--- config.mk ---
export PLATFORM = sky130hd
export DESIGN_NAME = leds_pwm
export DESIGN_NICKNAME = d
export VERILOG_FILES = /design/src/rtl/leds_pwm_pkg.sv /design/src/rtl/led_tick_gen.sv /design/src/rtl/leds_pwm.sv
export SDC_FILE = /design/constraint.sdc
export NUM_CORES = 1
export LEC_CHECK = 0
export CORE_UTILIZATION = 65
export CTS_BUF_LIST = sky130_fd_sc_hd__clkbuf_4
export CTS_CLUSTER_SIZE = 10
export DETAILED_ROUTE_END_ITERATION = 10
export PLACE_DENSITY = 0.95
export SLEW_MARGIN = 20
export SYNTH_ARGS = -nofsm -noshare
export SYNTH_HDL_FRONTEND = slang
export SYNTH_HIERARCHICAL = 1
export SYNTH_SLANG_ARGS = --single-unit
--- constraint.sdc ---
create_clock -name clk -period 5.4 [get_ports clk]
set_input_delay 1.08 -clock clk [delete_from_list [all_inputs] [get_ports clk]]
set_output_delay 1.08 -clock clk [all_outputs]
set_load 0.1 [all_outputs]
--- src/rtl/leds_pwm_pkg.sv ---
// leds_pwm_pkg
//  Shared constants and types for the LED peripheral on the HRM CPU I/O bus.
//  - LED_BASE_ADDR : default I/O address of the block (first register)
//  - LED_OFS_*     : register offsets from the base address
//  - io_req_t      : one I/O bus beat (address, write strobe, write data)
//  - pwm_on()      : per-channel PWM compare
package leds_pwm_pkg;

    localparam logic [7:0] LED_BASE_ADDR  = 8'h0A;

    localparam logic [7:0] LED_OFS_DIRECT = 8'd0;
    localparam logic [7:0] LED_OFS_BLINK  = 8'd1;
    localparam logic [7:0] LED_OFS_BDIV   = 8'd2;
    localparam logic [7:0] LED_OFS_DUTY   = 8'd3;

    typedef struct packed {
        logic [7:0] addr;
        logic       wr;
        logic [7:0] data;
    } io_req_t;

    // FF is treated as fully on so a channel can reach 100% brightness;
    // otherwise the channel is on for the first 'duty' counts of 256.
    function automatic logic pwm_on(input logic [7:0] duty, input logic [7:0] cnt);
        return (duty == 8'hFF) | (cnt < duty);
    endfunction

endpackage

--- src/rtl/led_tick_gen.sv ---
// led_tick_gen
//  Millisecond-style prescaler plus blink half-period counter.
//  Ports:
//   clk, rst  : clock, synchronous active-high reset
//   bdiv      : blink half-period in ticks (0 = blink disabled, phase held 1)
//   bdiv_wr   : bdiv is being written this cycle; restarts the blink period
//   tick      : one-clk pulse each time the prescaler wraps
//   phase     : blink phase, 1 = LED may light
module led_tick_gen #(
    parameter int PRESCALE = 12000
) (
    input  logic       clk,
    input  logic       rst,
    input  logic [7:0] bdiv,
    input  logic       bdiv_wr,
    output logic       tick,
    output logic       phase
);

    localparam int            PW   = (PRESCALE > 1) ? $clog2(PRESCALE) : 1;
    localparam logic [PW-1:0] PMAX = PW'(PRESCALE - 1);

    logic [PW-1:0] pcnt;
    logic [7:0]    bcnt;

    assign tick = (pcnt == PMAX);

    always_ff @(posedge clk) begin
        if (rst)       pcnt <= '0;
        else if (tick) pcnt <= '0;
        else           pcnt <= pcnt + PW'(1);
    end

    // A bdiv write restarts the period and takes priority over a tick on
    // the same edge, so software always sees a full first half-period.
    always_ff @(posedge clk) begin
        if (rst || bdiv_wr || bdiv == 8'd0) begin
            bcnt  <= 8'd0;
            phase <= 1'b1;
        end else if (tick) begin
            if (bcnt == bdiv - 8'd1) begin
                bcnt  <= 8'd0;
                phase <= ~phase;
            end else begin
                bcnt  <= bcnt + 8'd1;
            end
        end
    end

endmodule

--- src/rtl/leds_pwm.sv ---
// leds_pwm
//  Memory-mapped LED peripheral: per-channel on/off, blink enable and 8-bit
//  PWM brightness. Registers at BASE_ADDR: +0 DIRECT, +1 BLINK, +2 BDIV,
//  +3+i DUTY[i]. Reads are registered (one-cycle latency, old value on a
//  same-cycle write); out-of-window addresses read 0 and ignore writes.
//  Ports:
//   clk, rst  : clock, synchronous active-high reset
//   addr      : 8-bit I/O address
//   write_en  : write strobe
//   din       : write data
//   dout      : registered read data
//   leds      : registered LED drive, active-high
module leds_pwm
    import leds_pwm_pkg::*;
#(
    parameter logic [7:0] BASE_ADDR = LED_BASE_ADDR,
    parameter int         NCH       = 8,
    parameter int         PRESCALE  = 12000
) (
    input  logic           clk,
    input  logic           rst,
    input  logic [7:0]     addr,
    input  logic           write_en,
    input  logic [7:0]     din,
    output logic [7:0]     dout,
    output logic [NCH-1:0] leds
);

    io_req_t req;
    assign req = '{addr: addr, wr: write_en, data: din};

    // Offset wraps for addresses below the base, so one compare covers both ends.
    logic [7:0] ofs;
    logic       in_win, wr;
    assign ofs    = req.addr - BASE_ADDR;
    assign in_win = (ofs < 8'(NCH + 3));
    assign wr     = req.wr & in_win;

    logic [NCH-1:0]       direct, blink;
    logic [7:0]           bdiv;
    logic [NCH-1:0][7:0]  duty;

    always_ff @(posedge clk) begin
        if (rst) begin
            direct <= '0;
            blink  <= '0;
            bdiv   <= 8'd0;
            duty   <= {NCH{8'hFF}};
        end else if (wr) begin
            if (ofs == LED_OFS_DIRECT) direct <= req.data[NCH-1:0];
            if (ofs == LED_OFS_BLINK)  blink  <= req.data[NCH-1:0];
            if (ofs == LED_OFS_BDIV)   bdiv   <= req.data;
            for (int i = 0; i < NCH; i++)
                if (ofs == LED_OFS_DUTY + 8'(i)) duty[i] <= req.data;
        end
    end

    logic [7:0] rdata;
    always_comb begin
        rdata = 8'd0;
        if (in_win) begin
            case (ofs)
                LED_OFS_DIRECT: rdata[NCH-1:0] = direct;
                LED_OFS_BLINK:  rdata[NCH-1:0] = blink;
                LED_OFS_BDIV:   rdata          = bdiv;
                default: begin
                    for (int i = 0; i < NCH; i++)
                        if (ofs == LED_OFS_DUTY + 8'(i)) rdata = duty[i];
                end
            endcase
        end
    end

    logic phase, unused_tick;
    led_tick_gen #(.PRESCALE(PRESCALE)) u_tick (
        .clk     (clk),
        .rst     (rst),
        .bdiv    (bdiv),
        .bdiv_wr (wr && ofs == LED_OFS_BDIV),
        .tick    (unused_tick),
        .phase   (phase)
    );

    logic [7:0] pwm_cnt;
    always_ff @(posedge clk) begin
        if (rst) pwm_cnt <= 8'd0;
        else     pwm_cnt <= pwm_cnt + 8'd1;
    end

    logic [NCH-1:0] on;
    for (genvar g = 0; g < NCH; g++) begin : g_ch
        assign on[g] = pwm_on(duty[g], pwm_cnt);
    end

    always_ff @(posedge clk) begin
        if (rst) begin
            dout <= 8'd0;
            leds <= '0;
        end else begin
            dout <= rdata;
            leds <= direct & (~blink | {NCH{phase}}) & on;
        end
    end

endmodule

# After elaboration in Yosys (flattened, before gate mapping)
# Index checks and enable logic that the tools add are counted.
[totals] n_memories=0 word_cells=95 ff_bits=135 latchBits=0 ramBits=0 out_inout_bits=16 inputBits=19 romBits=0
[op_classes] n_eq_ne=20 n_reduce_logical=19 order_cmp=9 mul=0 addsub=5 muxes=10 div_mod_pow=0 n_bitwise=15 n_shift=0
[ops] operator="2-to-1 mux 8 bit" count=9
[ops] operator="== test 8 bit (second input constant)" count=8
[ops] operator="< comparator 8 bit" count=8
[ops] operator="== test 8 x 3 -> 1 bit (second input constant)" count=4
[ops] operator="== test 8 x 4 -> 1 bit (second input constant)" count=3
[ops] operator="one-hot mux 8 bit (3 select lines)" count=1
[ops] operator="AND reduction 2 bit" count=12
[ops] operator="adder 8 x 1 -> 8 bit (second input constant)" count=2
[ops] operator="AND 8 bit" count=2
[ops] operator="== test 8 x 2 -> 1 bit (second input constant)" count=2
[ops] operator="zero test 8 bit" count=2
[ops] operator="adder 14 x 1 -> 14 bit (second input constant)" count=1
[ops] operator="== test 14 bit (second input constant)" count=1
[ops] operator="== test 8 x 1 -> 1 bit (second input constant)" count=1
[ops] operator="== test 8 bit" count=1
[ops] operator="< comparator 8 x 4 -> 1 bit (second input constant)" count=1
[ops] operator="NOT 8 bit" count=1
[ops] operator="bitwise OR 1 bit" count=8
[ops] operator="bitwise OR 8 bit" count=1
[ops] operator="subtractor 8 x 1 -> 8 bit (second input constant)" count=1
[ops] operator="subtractor 8 x 4 -> 8 bit (second input constant)" count=1
[ops] operator="OR reduction 2 bit" count=2
[ops] operator="logical OR 1 bit" count=2
[ops] operator="NOT 1 bit" count=2
[ops] operator="2 further kinds" count=2

# Depth between registers and ports, before layout
[logic_depth] ltp_word=11 mapped_depth=13 depth_no_buf=9

# Modules after synthesis
# The synthesis kept the hierarchy.
[modules_own_cells] mod="leds_pwm" area_per_inst_um2=6543.8 instances=1 cells_per_inst=768 seq_area_each_um2=2242.2
[modules_own_cells] mod="led_tick_gen" area_per_inst_um2=1355.0 instances=1 cells_per_inst=149 seq_area_each_um2=460.4

# Least setup slack after synthesis
# No wires, ideal clock.
[synth_path] path_kind="in2reg" start="input addr[1]" end="register u_tick.phase" cell_stages=12 slack_ns=2.090 path_buffers=3 setup_time_ns=0.127 required_time_ns=5.273 arrival_time_ns=3.183 cell_sequence="buf_4 -> clkinv_1 -> ha_1 -> xnor2_1 -> nor2_1 -> o211ai_1 -> buf_2 -> inv_1 -> a311o_1 -> buf_1 -> nor2_1 -> mux2i_1"
[synth_via] elab_chain_len=6 elab_cells_between_ends=7 classes_between="add/sub (1); order compare (1); eq/ne (1); bitwise (1); reduce/logical (3)"
[synth_rtl] item="from (decl)" line="leds_pwm.sv:22" text="input logic [7:0] addr,"
[synth_rtl] item="subtractor 8 x 4 -> 8 bit *" line="leds_pwm.sv:35" text="assign ofs = req.addr - BASE_ADDR;"
[synth_rtl] item="< comparator 8 x 4 -> 1 bit" line="leds_pwm.sv:36" text="assign in_win = (ofs < 8'(NCH + 3));"
[synth_rtl] item="AND 1 bit" line="leds_pwm.sv:37" text="assign wr = req.wr & in_win;"
[synth_rtl] item="logical AND 1 bit *" line="leds_pwm.sv:79" text=".bdiv_wr (wr && ofs == LED_OFS_BDIV),"
[synth_rtl] item="logical OR 1 bit * (2 in a row)" line="led_tick_gen.sv:37" text="if (rst || bdiv_wr || bdiv == 8'd0) begin"
[synth_rtl] item="to (signal assigned)" line="led_tick_gen.sv:43" text="phase <= ~phase;"
[synth_rtl] item="to (decl)" line="led_tick_gen.sv:17" text="output logic phase"
# Every way passes the cells marked *; elsewhere a longest branch is shown, timed or not.
# A chain may end at the register's enable or synchronous reset.

# Worst setup path after layout
[layout_path] start="input addr[1]" end="register u_tick.bcnt[6]"
[layout_via] elab_chain_len=6 elab_cells_between_ends=7 classes_between="add/sub (1); order compare (1); eq/ne (1); bitwise (1); reduce/logical (3)"
[layout_rtl] item="subtractor 8 x 4 -> 8 bit *" line="leds_pwm.sv:35"
[layout_rtl] item="< comparator 8 x 4 -> 1 bit" line="leds_pwm.sv:36"
[layout_rtl] item="AND 1 bit" line="leds_pwm.sv:37"
[layout_rtl] item="logical AND 1 bit *" line="leds_pwm.sv:79"
[layout_rtl] item="logical OR 1 bit * (2 in a row)" line="led_tick_gen.sv:37"
[layout_rtl] item="to (signal assigned)" line="led_tick_gen.sv:45" text="bcnt <= bcnt + 8'd1;"
[layout_rtl] item="to (decl)" line="led_tick_gen.sv:24" text="logic [7:0] bcnt;"
# Marked as above.

==> flow_metrics.py <==
metrics = {
    "yosys": {
        "synth_flop_cell": "dfxtp_1",
        "yosysMostFrequentCell": "dfxtp_1",
        "synth_top_area_share_pct": 34.2,
        "synth_cell_types": 66,
        "synthArstFlopShare_pct": 0,
        "yosys_warnings": 6,
        "synth.top_cells.by_count": "dfxtp_1, inv_1, nor2_1",
        "synth.cell_area_um2": 7900,
        "synth_area_leaders": "dfxtp_1, ha_1, o211ai_1, mux2i_1, inv_1",
        "syn_nets": 998,
        "postSynthRegisterBits": 135,
        "yosysTopAreaCell": "dfxtp_1",
        "postSynthAreaPerCell_um2": 8.61,
        "syn_inst": 917,
        "synth_edf_count": 0,
        "ys_seq_area_share_pct": 34.2,
    },
    "clocking": {
        "htree_levels": 4,
        "worstSkewPairLatency_ps": 580,
        "cts_buffers": 17,
        "cts_buffer_depth": 2,
        "clock_sinks": 135,
        "cts-resized-gates": 0,
        "postCtsSetupBuffers": 0,
        "cts_tree": "done",
        "cts_hold_buffers": 0,
        "cts_root_buffer": "clkbuf_4",
        "cts.reportedPaths.clkPinSlew_ps": 120,
    },
    "routing": {
        "drc": 4,
        "ant_nets": 0,
        "drt_iter0_drc": 979,
        "first_pass_iters": 11,
        "vias": 7353,
        "wl_um": 22500,
        "detail_route.vias_per_cell": 6.75,
        "wire_per_inst_um": 20.6,
    },
    "grt": {
        "grt_pass1_wl_um": 35700,
        "met3_usage_pct": 8.64,
        "antenna_found_initial": 0,
        "grt_pass1_vias": 6774,
        "grt_use_total_pct": 36.8,
        "gr-usage-met2_pct": 57.5,
        "top_usage_layer": "met2",
        "grtUsageMet1_pct": 47.8,
        "grt_max_degree": 51,
        "overflow": 0,
    },
    "critical_path": {
        "required_ps": 5840,
        "cpMaxStageDelayCell": "nor3_2",
        "crit_chain": "clkdlybuf4s50_1 -> clkinv_1 -> ha_1 -> nor2b_1 -> nor3_2 -> o211ai_1 -> inv_1 -> a311o_1 -> nor3_1",
        "cp_data_arrival_time_ps": 4440,
        "path_max_fanout": 13,
        "critPathLaunchType": "input pin",
        "slowest_delay_ps": 730,
        "path_class": "input pin to flip-flop",
        "cp-end-kind": "flip-flop",
    },
    "final_layout": {
        "layout-drive-gt1-share_pct": 7.72,
        "fin_cells": 1089,
        "area_growth_pct": 8.54,
        "diodes": 0,
        "fin_nets": 1014,
        "fillerInstances": 857,
    },
    "status": {
        "status": "finished, violations left",
        "violations": "design-rule violations",
    },
    "timing": {
        "drv_slew": 0,
        "worst_pin_slew_ps": 1140,
        "rsz0062_at_grt": "no",
        "fin_skew_ps": 21.4,
        "fin_crit_ps": 4010,
        "max_freq_mhz": 250,
        "setup_tns_ps": 0,
        "finalCritPeriodShare_pct": 74.2,
        "finalSetupViolCount": 0,
        "hold_violations": 0,
        "layout_setup_ws_ps": 1390,
        "max-slew-margin-rel_pct": 24.1,
    },
    "floorplan": {
        "die_x_um": 112,
        "core_um2": 11600,
        "rows": 39,
        "die_h_um": 112,
        "boundaryPins": 35,
        "start_util_pct": 68.0,
        "dieArea_um2": 12600,
    },
    "pwr": {
        "peakVddDrop_v": 0.000164,
        "power_leakage_nw": 4.49,
        "pwr_density_cell_nw_per_um2": 221,
        "finalPower_mw": 1.90,
    },
    "placed_design": {
        "globalplace.congestion": 1.02,
        "hpwlAfterDp_um": 15900,
        "place_ws_ps": 931,
        "dp.cells": 1054,
        "port_buffers": 34,
    },
    "worst_hold_path": {
        "hold_path.class": "flip-flop to flip-flop",
    },
    "run": {
        "drv.max_cap_violation_count": 0,
    },
}
through the flow:
stage               cell area, um2  hold WS (ps)  util, %
finish                        8570           497     73.8
global route                  8570           517     73.8
CTS                           8540           488     73.6
detailed placement            8260           461     71.1
global placement              8260           439     71.1
floorplan                     7900           426        -
placed cells by master (no fill, tap or decap), types with 3 or more instances in the layout:
cell type / netlist / final
nor4_1: 4 / 4
clkbuf_4: 0 / 19
o311ai_0: 9 / 9
mux2_2: 7 / 7
or2_2: 3 / 3
clkinv_1: 1 / 7
a21o_1: 16 / 16
o211ai_1: 54 / 54
a211o_1: 15 / 15
dfxtp_1: 135 / 135
a21oi_1: 42 / 42
nand2_1: 64 / 64
o221a_2: 5 / 5
and3_1: 14 / 14
buf_4: 4 / 9
nand2b_1: 12 / 12
o21ai_0: 31 / 31
xor2_1: 19 / 19
o22ai_1: 4 / 4
ha_1: 62 / 62
nor3_1: 14 / 14
nor2_1: 73 / 73
a31oi_1: 6 / 6
mux2i_1: 35 / 35
o2111ai_2: 2 / 3
xnor2_1: 16 / 15
nand3_1: 20 / 20
nand4_1: 42 / 42
and2_1: 6 / 6
or3_1: 9 / 9
clkdlybuf4s50_1: 0 / 33
a222oi_1: 6 / 6
inv_1: 83 / 83
o21a_1: 10 / 10
nor2b_1: 7 / 7
o2111ai_1: 10 / 9
bufinv_16: 0 / 3
layout make-up:
cell class	count	area (um2)	area share (%)
clock inverter	15	159	1.85
sequential	135	2700	31.5
clock buffer	17	128	1.49
multi-input combinational	650	4670	54.5
timing repair buffer	45	418	4.87
tap	143	179	2.09
inverter	84	315	3.68
worst paths after layout:
kind	startpoint	endpoint	slack, ps	depth (start not counted)
worst min-delay path	u_tick/pcnt[0]	u_tick/pcnt[0]	500	1
worst max-delay path	addr[1]	u_tick/bcnt[6]	1390	9
worst max register to register	u_tick/pcnt[0]	u_tick/bcnt[6]	2750	6
worst min register to register	u_tick/pcnt[0]	u_tick/pcnt[0]	500	1
flip-flops by register name (all words and copies together) (netlist names), 8 cells and up:
name,cells
leds,8
pwm_cnt,8
blink,8
bdiv,8
direct,8
dout,8
duty,64
u_tick/bcnt,8
u_tick/pcnt,14
critical path, delay by kind of cell:
family                     cells  cell delay, ps
buffers and inverters          3             890
adders and majority gates      1             380
AOI/OAI and AO/OA              2            1030
and+or+nand+nor                3            1050
metal layers:
layer | vias to the layer above | wire length [um] | part of all wire [%]
met1 | 3434 | 9130 | 41
met3 | 100 | 2170 | 9.7
li1 | 3371 | - | -
met2 | 448 | 10100 | 45
met5 | - | 0 | 0
met4 | 0 | 1110 | 4.9
power by group:
group | total [mW] | leakage, nW | internal [mW] | switching, mW
combinational | 0.182 | 3.26 | 0.0609 | 0.121
sequential | 1.01 | 1.09 | 1.00 | 0.0125
clock | 0.701 | 0.147 | 0.314 | 0.387
logic make-up after synthesis:
kind of cell | count (synthesis) | share of synthesized area [%]
simple gates | 283 | 18.5
compound gates | 226 | 21.0
buf+inv | 132 | 6.81
mux | 43 | 5.58
xor+xnor | 36 | 4.09
flops | 135 | 34.2
fa+ha+maj | 62 | 9.82
(Power assumes the default switching activity.)
